File: config.mk
export PLATFORM = sky130hd
export DESIGN_NAME = fall_edge_gen
export DESIGN_NICKNAME = d
export VERILOG_FILES = /design/src/rtl/fall_edge_gen_pkg.sv /design/src/rtl/fall_edge_gen_cnt.sv /design/src/rtl/fall_edge_gen.sv
export SDC_FILE = /design/constraint.sdc
export NUM_CORES = 1
export LEC_CHECK = 0
export CORE_ASPECT_RATIO = 0.75
export CORE_MARGIN = 2
export CORE_UTILIZATION = 40
export DETAILED_ROUTE_END_ITERATION = 8
export PLACE_DENSITY = 0.74
export REMOVE_ABC_BUFFERS = 1
export SLEW_MARGIN = 10
export SYNTH_ARGS = -nofsm -noshare
export SYNTH_HDL_FRONTEND = slang
export SYNTH_HIERARCHICAL = 1
export SYNTH_SLANG_ARGS = --single-unit
File: constraint.sdc
create_clock -name clk -period 2.75 [get_ports clk]
set_clock_uncertainty 0.1 [all_clocks]
set_input_delay 0.4125 -clock clk [delete_from_list [all_inputs] [get_ports clk]]
set_output_delay 0.4125 -clock clk [all_outputs]
set_load 0.01 [all_outputs]
File: src/rtl/fall_edge_gen_pkg.sv
// Shared types and default widths for the falling-edge waveform generator.
package fall_edge_gen_pkg;

  localparam int unsigned DEF_CW = 8;
  localparam int unsigned DEF_BW = 4;

  typedef enum logic [1:0] {
    IDLE = 2'd0,
    HIGH = 2'd1,
    LOW  = 2'd2
  } state_t;

endpackage

File: src/rtl/fall_edge_gen_cnt.sv
// Loadable down-counter that holds at zero; times the HIGH and LOW phases.
module fall_edge_gen_cnt
  import fall_edge_gen_pkg::*;
#(
  parameter int unsigned CW = DEF_CW
) (
  input  logic          clk,
  input  logic          rst,
  input  logic          load,
  input  logic [CW-1:0] value,
  output logic          zero
);

  logic [CW-1:0] cnt;

  // NOTE: sequential state uses non-blocking assignments so every flop samples pre-edge values.
  always_ff @(posedge clk or negedge rst) begin
    if (!rst) begin
      cnt <= '0;
    end else if (load) begin
      cnt <= value;
    end else if (cnt != '0) begin
      cnt <= cnt - 1'b1;
    end
  end

  assign zero = (cnt == '0);

endmodule

File: src/rtl/fall_edge_gen.sv
// IDLE/HIGH/LOW waveform generator producing one clean falling edge per pulse.
// Optional macro FEG_BURST_EN adds burst_cnt and repeats HIGH/LOW that many times.
module fall_edge_gen
  import fall_edge_gen_pkg::*;
#(
  parameter int unsigned CW = DEF_CW,
  parameter int unsigned BW = DEF_BW
) (
  input  logic          clk,
  input  logic          rst,
  input  logic          start,
  input  logic          abort,
  input  logic [CW-1:0] high_len,
  input  logic [CW-1:0] low_len,
`ifdef FEG_BURST_EN
  input  logic [BW-1:0] burst_cnt,
`endif
  output logic          D,
  output logic          busy,
  output logic          edge_strobe,
  output logic          done
);

  if (CW < 1 || BW < 1) begin : g_param_check
    $error("fall_edge_gen: CW and BW must be at least 1");
  end

  state_t        state;
  logic [CW-1:0] low_q;
  logic          cnt_load;
  logic [CW-1:0] cnt_value;
  logic          cnt_zero;
`ifdef FEG_BURST_EN
  logic [CW-1:0] high_q;
  logic [BW-1:0] bursts_q;
`endif

  // The counter is loaded with len-1 so a phase lasts len cycles; 0 behaves as 1.
  function automatic logic [CW-1:0] phase_load(input logic [CW-1:0] len);
    return (len == '0) ? '0 : len - 1'b1;
  endfunction

  // NOTE: every always_comb output gets a default first so no latch is inferred.
  always_comb begin
    cnt_load  = 1'b0;
    cnt_value = '0;
    case (state)
      IDLE: if (start && !abort) begin
        cnt_load  = 1'b1;
        cnt_value = phase_load(high_len);
      end
      HIGH: if (!abort && cnt_zero) begin
        cnt_load  = 1'b1;
        cnt_value = phase_load(low_q);
      end
`ifdef FEG_BURST_EN
      LOW: if (!abort && cnt_zero && bursts_q > BW'(1)) begin
        cnt_load  = 1'b1;
        cnt_value = phase_load(high_q);
      end
`endif
      default: ;
    endcase
  end

  fall_edge_gen_cnt #(.CW(CW)) u_cnt (
    .clk   (clk),
    .rst   (rst),
    .load  (cnt_load),
    .value (cnt_value),
    .zero  (cnt_zero)
  );

  // NOTE: the async reset clears only real control/data registers; there is no memory here to reset.
  always_ff @(posedge clk or negedge rst) begin
    if (!rst) begin
      state       <= IDLE;
      D           <= 1'b0;
      busy        <= 1'b0;
      edge_strobe <= 1'b0;
      done        <= 1'b0;
      low_q       <= '0;
`ifdef FEG_BURST_EN
      high_q      <= '0;
      bursts_q    <= '0;
`endif
    end else begin
      edge_strobe <= 1'b0;
      done        <= 1'b0;
      case (state)
        IDLE: begin
          // abort beats a simultaneous start
          if (start && !abort) begin
            state <= HIGH;
            D     <= 1'b1;
            busy  <= 1'b1;
            low_q <= low_len;
`ifdef FEG_BURST_EN
            high_q   <= high_len;
            bursts_q <= (burst_cnt == '0) ? BW'(1) : burst_cnt;
`endif
          end
        end
        HIGH: begin
          if (abort) begin
            state       <= IDLE;
            D           <= 1'b0;
            busy        <= 1'b0;
            edge_strobe <= D;
          end else if (cnt_zero) begin
            state       <= LOW;
            D           <= 1'b0;
            edge_strobe <= 1'b1;
          end
        end
        LOW: begin
          if (abort) begin
            state       <= IDLE;
            D           <= 1'b0;
            busy        <= 1'b0;
            edge_strobe <= D;
          end else if (cnt_zero) begin
`ifdef FEG_BURST_EN
            if (bursts_q > BW'(1)) begin
              state    <= HIGH;
              D        <= 1'b1;
              bursts_q <= bursts_q - 1'b1;
            end else begin
              state <= IDLE;
              busy  <= 1'b0;
              done  <= 1'b1;
            end
`else
            state <= IDLE;
            busy  <= 1'b0;
            done  <= 1'b1;
`endif
          end
        end
        default: begin
          state <= IDLE;
          D     <= 1'b0;
          busy  <= 1'b0;
        end
      endcase
    end
  end

endmodule
---- After elaboration in Yosys (flattened, before gate mapping) ----
Index checks and enable logic that the tools add are counted.
operators by class
  add/subtract/negate cells ............... 3
  multiply operators ...................... 0
  div/mod/pow operators ................... 0
  magnitude comparators ................... 0
  equality and inequality tests ........... 7
  shifts and indexed selects .............. 0
  mux-type cells .......................... 28
  bitwise operators ....................... 0
  reductions and logical operators ........ 13
operators by type and width
  cell                                                                   number
  8-bit 2-to-1 mux                                                       6
  8-bit logical NOT                                                      3
  8-bit by 1-bit subtractor with 8-bit output, second input constant     3
  8-bit case mux with 2 select lines                                     1
  1-bit 2-to-1 mux                                                       11
  2-bit 2-to-1 mux                                                       5
  3-bit AND reduction                                                    3
  8-bit nonzero test                                                     1
  2-bit inequality test, second input constant                           3
  3-bit inequality test, second input constant                           2
  1-bit case mux with 3 select lines                                     2
  2-bit case mux with 3 select lines                                     1
  1-bit case mux with 2 select lines                                     2
  2-bit by 1-bit equality test with 1-bit output, second input constant  1
  2-bit equality test, second input constant                             1
  1-bit logical AND                                                      2
  2-bit logical NOT                                                      1
  2-bit AND reduction                                                    1
  2-bit nonzero test                                                     1
  1-bit logical NOT                                                      1
word-level totals
  flip-flop bits (word level) ............. 22
  bits in latches ......................... 0
  RAM bits ................................ 0
  ROM bits ................................ 0
  input bits .............................. 20
  output and inout port bits .............. 4
  logic and storage cells ................. 58
  memories kept ........................... 0

---- Longest topological paths before layout ----
Gate-level depths: netlist of run 1.
  word-level depth ........................ 5
  gate-level depth with buffers ........... 10
  gate-level depth less buffers ........... 9

---- Modules after synthesis ----
Netlist of run 1, hierarchy kept.
by module, submodules not included
  module             times used  cells each  area an instance (µm²)
  fall_edge_gen      1           106         1083.5
  fall_edge_gen_cnt  1           54          476.7

---- Worst setup path after synthesis of run 1 ----
No wires, ideal clock.
  kind .................................... register to register
  start ................................... register u_cnt.cnt[0]
  end ..................................... register u_cnt.cnt[5]
  setup time .............................. 104 ps
  data arrival time ....................... 2230 ps
  required time ........................... 2546 ps
  path slack .............................. 317 ps
  stages on the path, launching flop included .. 11
  buffers on the path ..................... 1
  clock period less this slack ............ 2433 ps
  cells stage by stage .................... dfrtp_1 > inv_1 > ha_1 > or3b_1 > clkbuf_2 > nor2_1 > nand3b_4 > a31o_2 > o22ai_1 > nor2_1 > a221oi_1
on the way
  longest elaborated chain between the ends .. 5
  elaborated cells between the ends (all ways) .. 11
  those cells by class .................... add/sub (1); mux (6); reduce/logical (4)
ends and longest elaborated chain
  element                             line                     text
  start: declaration                  fall_edge_gen_cnt.sv:14  logic [CW-1:0] cnt;
  start signal: assignment            fall_edge_gen_cnt.sv:21  cnt <= value;
  start signal: assignment            fall_edge_gen_cnt.sv:23  cnt <= cnt - 1'b1;
  8-bit logical NOT                   fall_edge_gen_cnt.sv:27  assign zero = (cnt == '0);
  net cnt_zero                        fall_edge_gen.sv:32      logic cnt_zero;
  1-bit logical AND                   fall_edge_gen.sv:52      HIGH: if (!abort && cnt_zero) begin
  8-bit 2-to-1 mux                    fall_edge_gen.sv:52
  8-bit case mux with 2 select lines  fall_edge_gen.sv:47      case (state)
  net cnt_value[5]                    fall_edge_gen.sv:31      logic [CW-1:0] cnt_value;
  8-bit 2-to-1 mux                    fall_edge_gen_cnt.sv:20  end else if (load) begin
The timed path passes the listed nets, and every way through them passes these cells. The select of a mux whose other input is x is not followed.
A chain may end at the register's enable or synchronous reset.

---- Final worst setup path of run 1 ----
Ends and elaborated chain as after synthesis.

==> results of run 1 <==
[report_power, final]
group          internal, W  switching, W  leakage (nW)
clock             0.000127     0.0000978        0.0288
sequential        0.000463      0.000188         0.271
combinational     0.000395      0.000353         0.500
total             0.000986      0.000639         0.800
[per-stage QoR]
step / cell area, µm² / hold slack [ns]
after detailed placement: 1850 / 0.401
after CTS: 1900 / 0.400
after global placement: 1850 / 0.395
after floorplan: 1530 / 0.0169
final: 1900 / 0.398
after global routing: 1900 / 0.425
[state kept, by name (all words and copies together) (netlist names)]
name / count
D: 1
busy: 1
done: 1
edge_strobe: 1
low_q: 8
state: 2
u_cnt/cnt: 8
[metal layers]
layer / GRT usage / routed length [µm] / up-vias
met5: 0 / 0 / -
met4: 0.0390 / 35 / 0
met3: 0.0343 / 117 / 4
met2: 0.250 / 1330 / 29
met1: 0.208 / 1600 / 585
li1: - / - / 637
[worst max-delay path, cell delays in order, from the launching register on]
cell	delay, ns
dfrtp_1	0.42
inv_1	0.10
ha_1	0.22
or3b_1	0.47
nor2_1	0.28
nand3b_4	0.12
a31o_2	0.28
o22ai_1	0.18
nor2_1	0.05
a221oi_1	0.19
[layout make-up]
type / count / area [µm²] / share of cell area
clock buffers: 4 / 55.1 / 0.0289
inverters: 11 / 41.3 / 0.0217
multi-input cells: 123 / 938 / 0.493
flip-flops and latches: 22 / 551 / 0.289
well taps: 52 / 65.1 / 0.0342
repair buffers: 26 / 253 / 0.133
[final timing paths]
| check | cells past startpoint | end | slack [ns] |
|---|---|---|---|
| setup / recovery | 9 | u_cnt/cnt[5]$_DFFE_PN0P_ | 0.23 |
| hold / removal | 2 | done$_DFF_PN0_ | 0.40 |
| setup reg to reg | 9 | u_cnt/cnt[5]$_DFFE_PN0P_ | 0.23 |
| hold reg to reg | 2 | busy$_DFFE_PN0P_ | 0.41 |
| max in group asynchronous | 2 | low_q[6]$_DFFE_PN0P_ | 1.92 |
| min in group clk | 2 | busy$_DFFE_PN0P_ | 0.41 |
[layout by cell type (no fill, tap or decap), drive strengths merged, types with 2 or more instances in the layout]
master | netlist | routed
a21boi | 2 | 2
a21oi | 7 | 7
buf | 2 | 3
clkbuf | 1 | 4
clkdlybuf4s50 | 0 | 23
dfrtp | 22 | 22
ha | 8 | 8
inv | 11 | 11
mux2 | 8 | 8
mux2i | 3 | 3
nand2 | 13 | 13
nand2b | 2 | 2
nand3 | 2 | 2
nor2 | 13 | 13
nor3 | 6 | 6
nor3b | 6 | 6
nor4 | 5 | 5
o211ai | 2 | 2
o21ai | 6 | 6
o22ai | 9 | 9
o31ai | 4 | 4
or4 | 2 | 2
xnor2 | 7 | 7
xor2 | 4 | 4
[kinds of logic (layout without fill, tap and decap cells)]
logic type               Yosys count  count (layout)  synth area share
AO/OA/AOI/OAI                     39              39             0.168
XOR/XNOR                          11              11            0.0617
adder cells (fa/ha/maj)            8               8            0.0642
buffers and inverters             15              41            0.0457
flip-flops                        22              22             0.353
multiplexers                      11              11            0.0962
AND/OR/NAND/NOR                   54              54             0.211
==> qor.csv, run 1 <==
metric,value,unit
status,"finished, final reports clean",
wl_per_cell,12.9,µm
via_per_inst,5.27,
fp.coreArea,3710,µm²
grt_max_degree,23,
async_reset_ff_frac,1.00,
layout_min_cycle_time,2.52,ns
yosys-top-cells-count,"dfrtp_1, nand2_1, nor2_1, inv_1",
routed_wl,3.08,mm
postCtsHoldBufs,0,
synth_edf_count,0,
cp.arrival,2.58,ns
antenna_cells,0,
drive_above_1_share,0.140,
r2r_start,u_cnt/cnt[0]$_DFFE_PN0P_,
synth_area_per_cell,9.75,µm²
setup_ws,0.234,ns
firstDrtPassIters,4,
chipHeight,58.1,µm
yosys_warnings,6,
gr-total-overflow,0,
hold_path_class,input pin to async pin,
worst_pin_slew,0.563,ns
dp_hpwl,2.39,mm
antenna_found_initial,0,
period_share,0.915,
dp.cells,234,
drv_cap,0,
p_leak,0.800,nW
clockBufferDepth,2,
ctsResizeCount,0,
setup_viol,0,
netlist_area,1560,µm²
rsz0062_at_grt,no,
synth_cell_types,43,
yosys_most_used_dff,dfrtp_1,
tns,0,ns
root_buffer,clkbuf_8,
dr.first_iter.drc_count,104,
layout.nets,215,
start_kind,flop,
cp-startpoint,u_cnt/cnt[0]$_DFFE_PN0P_,
cts_tree,yes,
grt_usage,0.152,
clkTransAtPathRegs,0.08,ns
finalPower,0.00162,W
postCtsSetupBuffers,0,
syn_to_final_growth,22.0,%
gp_congestion,0.840,
vias,1255,
die_w,76.1,µm
die-area,4420,µm²
synth_most_common_cell,dfrtp_1,
cts_sinks,22,
cts_made_buffers,3,
yosysTopAreaCellShare,0.353,
path_max_fanout,7,
initial_core_util,0.421,
fmax,397,MHz
timing.slew.headroom,0.621,
ios,24,
critPathKind,flop to flop,
ys_seq_elements,22,
cp-end-kind,flop,
nFillCells,355,
pre_cts_ws,0.273,ns
synth_top_area_cell,dfrtp_1,
ir_drop,0.471,mV
final_max_slew_viol_count,0,
hold_viol,0,
powerDensity,854,nW/µm²
grt_pass1_vias,1197,
synthCells,160,
numPortBuffers,23,
grt_pass1_wl,5.46,mm
ant_nets,0,
seq_area_frac_synth,0.353,
clkLatencyLatePin,0.26,ns
placementRows,19,
final_util,0.513,
yosys-top-cells-area,"dfrtp_1, mux2_4, ha_1, xnor2_1, o22ai_1",
required,2.81,ns
drc,0,
htree_levels,1,
stdcell_count,238,
Note: power is estimated with default switching activity, not from simulation.
==> run 2, diff against run 1 <==
--- a/config.mk
+++ b/config.mk
@@ -8,11 +8,11 @@
 export CORE_ASPECT_RATIO = 0.75
 export CORE_MARGIN = 2
 export CORE_UTILIZATION = 40
+export CTS_CLUSTER_SIZE = 28
 export DETAILED_ROUTE_END_ITERATION = 8
-export PLACE_DENSITY = 0.74
+export PLACE_DENSITY = 0.75
 export REMOVE_ABC_BUFFERS = 1
 export SLEW_MARGIN = 10
 export SYNTH_ARGS = -nofsm -noshare
 export SYNTH_HDL_FRONTEND = slang
-export SYNTH_HIERARCHICAL = 1
 export SYNTH_SLANG_ARGS = --single-unit
==> constraint.sdc (replaced) <==
create_clock -name clk -period 2.6 [get_ports clk]
set_clock_uncertainty 0.1 [all_clocks]
set_input_delay 0.39 -clock clk [delete_from_list [all_inputs] [get_ports clk]]
set_output_delay 0.39 -clock clk [all_outputs]
set_load 0.01 [all_outputs]
==> run 2 against run 1 <==
Compared with the run above:
- final cell count is 2.9% higher
- hold slack worse by 0.028 ns
- critical path depth is 3 lower
- setup slack worse by 0.034 ns
- global-route usage is 2.1 points higher
- sequential cell count stayed put
- first-iteration DRC count is 73% higher
- die area is 4.4% lower
- synthesized area is 4.7% lower
- critical endpoint is now u_cnt.cnt[0]$_DFFE_PN0P_
- largest cell class unchanged
==> qor.csv, run 2 <==
metric,value,unit
tns,0,ns
reg2reg_to,u_cnt.cnt[0]$_DFFE_PN0P_,
via_per_inst,5.56,
ant_nets,0,
syn_to_final_growth,23.8,%
dp_hpwl,2.65,mm
placementRows,19,
mostFrequentLayoutCell,nand2_1,
multi_input_area,882,µm²
grt_pass1_vias,1178,
r2r_cells,6,
gr-total-overflow,0,
grt_pass1_wl,5.60,mm
setup_viol,0,
layout.nets,224,
fp.coreArea,3610,µm²
status,"finished, final reports clean",
nFillCells,347,
cts_tree,yes,
ys_seq_elements,22,
htree_levels,1,
postCtsSetupBuffers,0,
yosysTopAreaCellShare,0.370,
synthCells,166,
ctsResizeCount,0,
dr.first_iter.drc_count,180,
synth_top_area_cell,dfrtp_1,
hold_viol,0,
required,2.66,ns
drc,0,
critPathKind,flop to flop,
r2r_setup_slack,0.20,ns
worst_pin_slew,0.570,ns
wl_per_cell,14.2,µm
yosys-top-cells-area,"dfrtp_1, ha_1, nand2_1, xnor2_1, o21ai_0",
maxUsedRoutingLayer,met4,
firstDrtPassIters,4,
yosys_warnings,0,
placed_cell_area,1800,µm²
async_reset_ff_frac,1.00,
seq_area_frac_synth,0.370,
antenna_found_initial,0,
met1_length,1.67,mm
synth_cell_types,44,
finalInstanceArea,1840,µm²
drive_above_1_share,0.0622,
cts_made_buffers,3,
hold_path_class,input pin to async pin,
synth_edf_count,0,
period_share,0.923,
synth_area_per_cell,8.95,µm²
clkLatencyLatePin,0.26,ns
ios,24,
ir_drop,0.524,mV
routed-wl-met3,234,µm
route.met2.wl,1.57,mm
grt_usage,0.173,
gp_congestion,0.834,
yosys-top-cells-count,"nand2_1, dfrtp_1, inv_1",
postCtsHoldBufs,0,
cp-end-kind,flop,
initial_core_util,0.411,
final_util,0.509,
start_kind,flop,
rsz0062_at_grt,no,
timing.slew.headroom,0.616,
grt_max_degree,23,
clockBufferDepth,2,
layout_min_cycle_time,2.40,ns
clkTransAtPathRegs,0.08,ns
cp.arrival,2.46,ns
final_max_slew_viol_count,0,
vias,1361,
top_regs,"low_q (8), u_cnt.cnt (8), state (2)",
numPortBuffers,23,
powerDensity,953,nW/µm²
fmax,417,MHz
drv_cap,0,
die_w,74.4,µm
final_cell_mix,"nand2_1, clkdlybuf4s50_1, dfrtp_1",
cts_sinks,22,
synth_most_common_cell,nand2_1,
chipHeight,56.8,µm
antenna_cells,0,
root_buffer,clkbuf_8,
path_max_fanout,6,
seqCellArea,551,µm²
routed_wl,3.49,mm
netlist_area,1490,µm²
die-area,4220,µm²
finalPower,0.00175,W
yosys_most_used_dff,dfrtp_1,
p_leak,0.741,nW
r2r_start,u_cnt.cnt[0]$_DFFE_PN0P_,
==> run 2: changes by cell type after synthesis, moves of 4 or more <==
cell / change
a21oi_1: -4
o22ai_1: -8
mux2_4: -8
nor2_1: -6
nor4_1: +4
nand2_1: +13
==> run 2: worst max-delay path by stage <==
| stage | startpoint | end | depth (start not counted) |
|---|---|---|---|
| after global placement | high_len[4] | u_cnt.cnt[7]$_DFFE_PN0P_ | 5 |
| after floorplan | u_cnt.cnt[0]$_DFFE_PN0P_ | u_cnt.cnt[2]$_DFFE_PN0P_ | 6 |
| final | u_cnt.cnt[0]$_DFFE_PN0P_ | u_cnt.cnt[0]$_DFFE_PN0P_ | 6 |
| after detailed placement | u_cnt.cnt[0]$_DFFE_PN0P_ | u_cnt.cnt[0]$_DFFE_PN0P_ | 6 |
| after global routing | u_cnt.cnt[0]$_DFFE_PN0P_ | u_cnt.cnt[0]$_DFFE_PN0P_ | 6 |
| after CTS | u_cnt.cnt[0]$_DFFE_PN0P_ | u_cnt.cnt[0]$_DFFE_PN0P_ | 6 |
==> run 2: power breakdown <==
group          internal [W]  switching (W)  total, W  leakage [nW]
Sequential         0.000495       0.000183  0.000677         0.274
Clock              0.000104       0.000113  0.000217        0.0216
Combinational      0.000413       0.000449  0.000861         0.445
==> run 2: per-layer routing <==
| metal | track usage | vias to the layer above |
|---|---|---|
| met5 | 0 | - |
| met4 | 0.0306 | 0 |
| met3 | 0.0431 | 2 |
| met2 | 0.253 | 55 |
| met1 | 0.260 | 640 |
| li1 | - | 664 |
==> run 2: kinds of logic after synthesis <==
logic type	synth area share
AO/OA/AOI/OAI	0.184
flip-flops	0.370
multiplexers	0.0210
buffers and inverters	0.0362
adder cells (fa/ha/maj)	0.0758
XOR/XNOR	0.0648
AND/OR/NAND/NOR	0.247
==> run 2: critical path, cell delays in order, from the launching register on <==
cell and delay [ns]:
dfrtp_1 0.44, inv_1 0.11, ha_1 0.20, or3b_2 0.52, o31ai_1 0.49, nor2_1 0.09
o32a_1 0.35
==> run 2: final cells by class <==
type | count | area share
tap | 52 | 0.0354
inverter | 11 | 0.0224
sequential | 22 | 0.299
timing repair buffer | 27 | 0.141
clock buffer | 3 | 0.0224
multi-input combinational | 130 | 0.479
==> run 2: metrics by stage <==
stage                     std cells  setup WS (ns)  hold WS [ns]
after floorplan                 163          0.426      -0.00559
final                           245          0.200         0.369
after CTS                       245          0.233         0.375
after global routing            245          0.110         0.391
after detailed placement        242          0.256         0.397
after global placement          242          0.314         0.396
==> run 3, diff against run 2 <==
--- a/config.mk
+++ b/config.mk
@@ -7,11 +7,10 @@
 export LEC_CHECK = 0
 export CORE_ASPECT_RATIO = 0.75
 export CORE_MARGIN = 2
-export CORE_UTILIZATION = 40
+export CORE_UTILIZATION = 53
 export CTS_CLUSTER_SIZE = 28
 export DETAILED_ROUTE_END_ITERATION = 8
-export PLACE_DENSITY = 0.75
-export REMOVE_ABC_BUFFERS = 1
+export PLACE_DENSITY = 0.91
 export SLEW_MARGIN = 10
 export SYNTH_ARGS = -nofsm -noshare
 export SYNTH_HDL_FRONTEND = slang
==> run 3 against run 2 <==
Compared with the run above:
- wire length grew 10%
- register-to-register slack is essentially flat
- final cell count shrank 5.7%
- sequential share of layout area is essentially flat
- sequential power is essentially flat
- via count grew 5.7%
- critical path depth is the same
- first-iteration DRC count shrank 38%
- sequential cell count is the same
- global-route usage grew 8.6 points
- hold slack lost 0.0078 ns
- largest cell class unchanged
==> qor.csv, run 3 (synthesized netlist as in run 2, its figures left out) <==
metric,value,unit
status,"finished, final reports clean",
cp-end-kind,flop,
stdcell_count,231,
postCtsHoldBufs,0,
htree_levels,1,
cp.arrival,2.45,ns
root_buffer,clkbuf_8,
grt_pass1_vias,1406,
syn-num-nets,195,
initial_core_util,0.563,
placementRows,16,
timing.slew.headroom,0.580,
vias,1438,
drv_cap,0,
grt_max_degree,23,
p_leak,0.752,nW
fmax,418,MHz
drc,0,
firstDrtPassIters,5,
layout_min_cycle_time,2.39,ns
grt_pass1_wl,6.40,mm
ios,24,
worst_pin_slew,0.625,ns
ir_drop,0.666,mV
postCtsSetupBuffers,0,
ant_nets,0,
dr.first_iter.drc_count,112,
clockBufferDepth,2,
setup_viol,0,
die-area,3250,µm²
mostFrequentLayoutCell,nand2_1,
critPathKind,flop to flop,
start_kind,flop,
final_cell_mix,"nand2_1, clkdlybuf4s50_1, dfrtp_1",
cts_tree,yes,
chipHeight,49.9,µm
finalInstanceArea,1840,µm²
required,2.66,ns
gp_congestion,0.924,
clkLatencyLatePin,0.27,ns
period_share,0.919,
ctsResizeCount,0,
via_per_inst,6.23,
tns,0,ns
fp.coreArea,2640,µm²
cts_sinks,22,
gr-total-overflow,0,
hold_path_class,input pin to async pin,
path_max_fanout,6,
final_max_slew_viol_count,0,
layout.nets,225,
dp.cells,227,
antenna_found_initial,0,
placed_cell_area,1790,µm²
routed_wl,3.84,mm
grt_usage,0.259,
numPortBuffers,23,
drive_above_1_share,0.0718,
antenna_cells,0,
syn_to_final_growth,23.9,%
cts_made_buffers,3,
rsz0062_at_grt,no,
hold_viol,0,
powerDensity,988,nW/µm²
wl_per_cell,16.6,µm
clkTransAtPathRegs,0.08,ns
die_w,65.2,µm
dp_hpwl,2.95,mm
top_regs,"low_q (8), u_cnt.cnt (8), state (2)",
-- run 3: routing by layer --
| metal | wire length (µm) | global-route usage | vias to the layer above |
|---|---|---|---|
| met5 | 0 | 0 | - |
| met2 | 1930 | 0.442 | 63 |
| li1 | - | - | 671 |
| met4 | 26 | 0.0451 | 0 |
| met3 | 299 | 0.0708 | 7 |
| met1 | 1590 | 0.335 | 697 |
-- run 3: stage by stage --
stage                     utilization  power, W  setup WS, ns  hold slack (ns)
after floorplan                     -   0.00125         0.426         -0.00559
after global placement          0.676   0.00149         0.330            0.388
after detailed placement        0.676   0.00154         0.262            0.391
after CTS                       0.697   0.00180         0.223            0.381
after global routing            0.697   0.00195        0.0506            0.399
final                           0.697   0.00182         0.210            0.362
-- run 3: worst paths after layout --
| path | startpoint | endpoint | slack (ns) | cells after the start |
|---|---|---|---|---|
| min in group clk | busy$_DFFE_PN0P_ | busy$_DFFE_PN0P_ | 0.40 | 1 |
| worst min register to register | busy$_DFFE_PN0P_ | busy$_DFFE_PN0P_ | 0.40 | 1 |
| max in group asynchronous | rst | low_q[3]$_DFFE_PN0P_ | 1.82 | 2 |
| worst max register to register | u_cnt.cnt[0]$_DFFE_PN0P_ | u_cnt.cnt[0]$_DFFE_PN0P_ | 0.21 | 6 |
| worst max-delay path | u_cnt.cnt[0]$_DFFE_PN0P_ | u_cnt.cnt[0]$_DFFE_PN0P_ | 0.21 | 6 |
| worst min-delay path | rst | done$_DFF_PN0_ | 0.36 | 2 |
-- run 3: where the power goes --
part | switching [W] | internal [W] | total (W)
sequential | 0.000183 | 0.000495 | 0.000678
combinational | 0.000472 | 0.000418 | 0.000890
clock | 0.000117 | 0.000135 | 0.000252
-- run 3: final cells by class --
cell class	instances	area (µm²)
Clock buffer	4	55.1
Fill cell	194	801
Multi-Input combinational cell	130	882
Sequential cell	22	551
Tap cell	36	45.0
Timing Repair Buffer	28	268
Inverter	11	41.3
-- run 3: worst max-delay path, cell delays in order (launching register included) --
cell and delay, ns:
dfrtp_1 0.43, inv_1 0.10, ha_1 0.20, or3b_2 0.54, o31ai_1 0.46, nor2_1 0.09
o32a_1 0.35
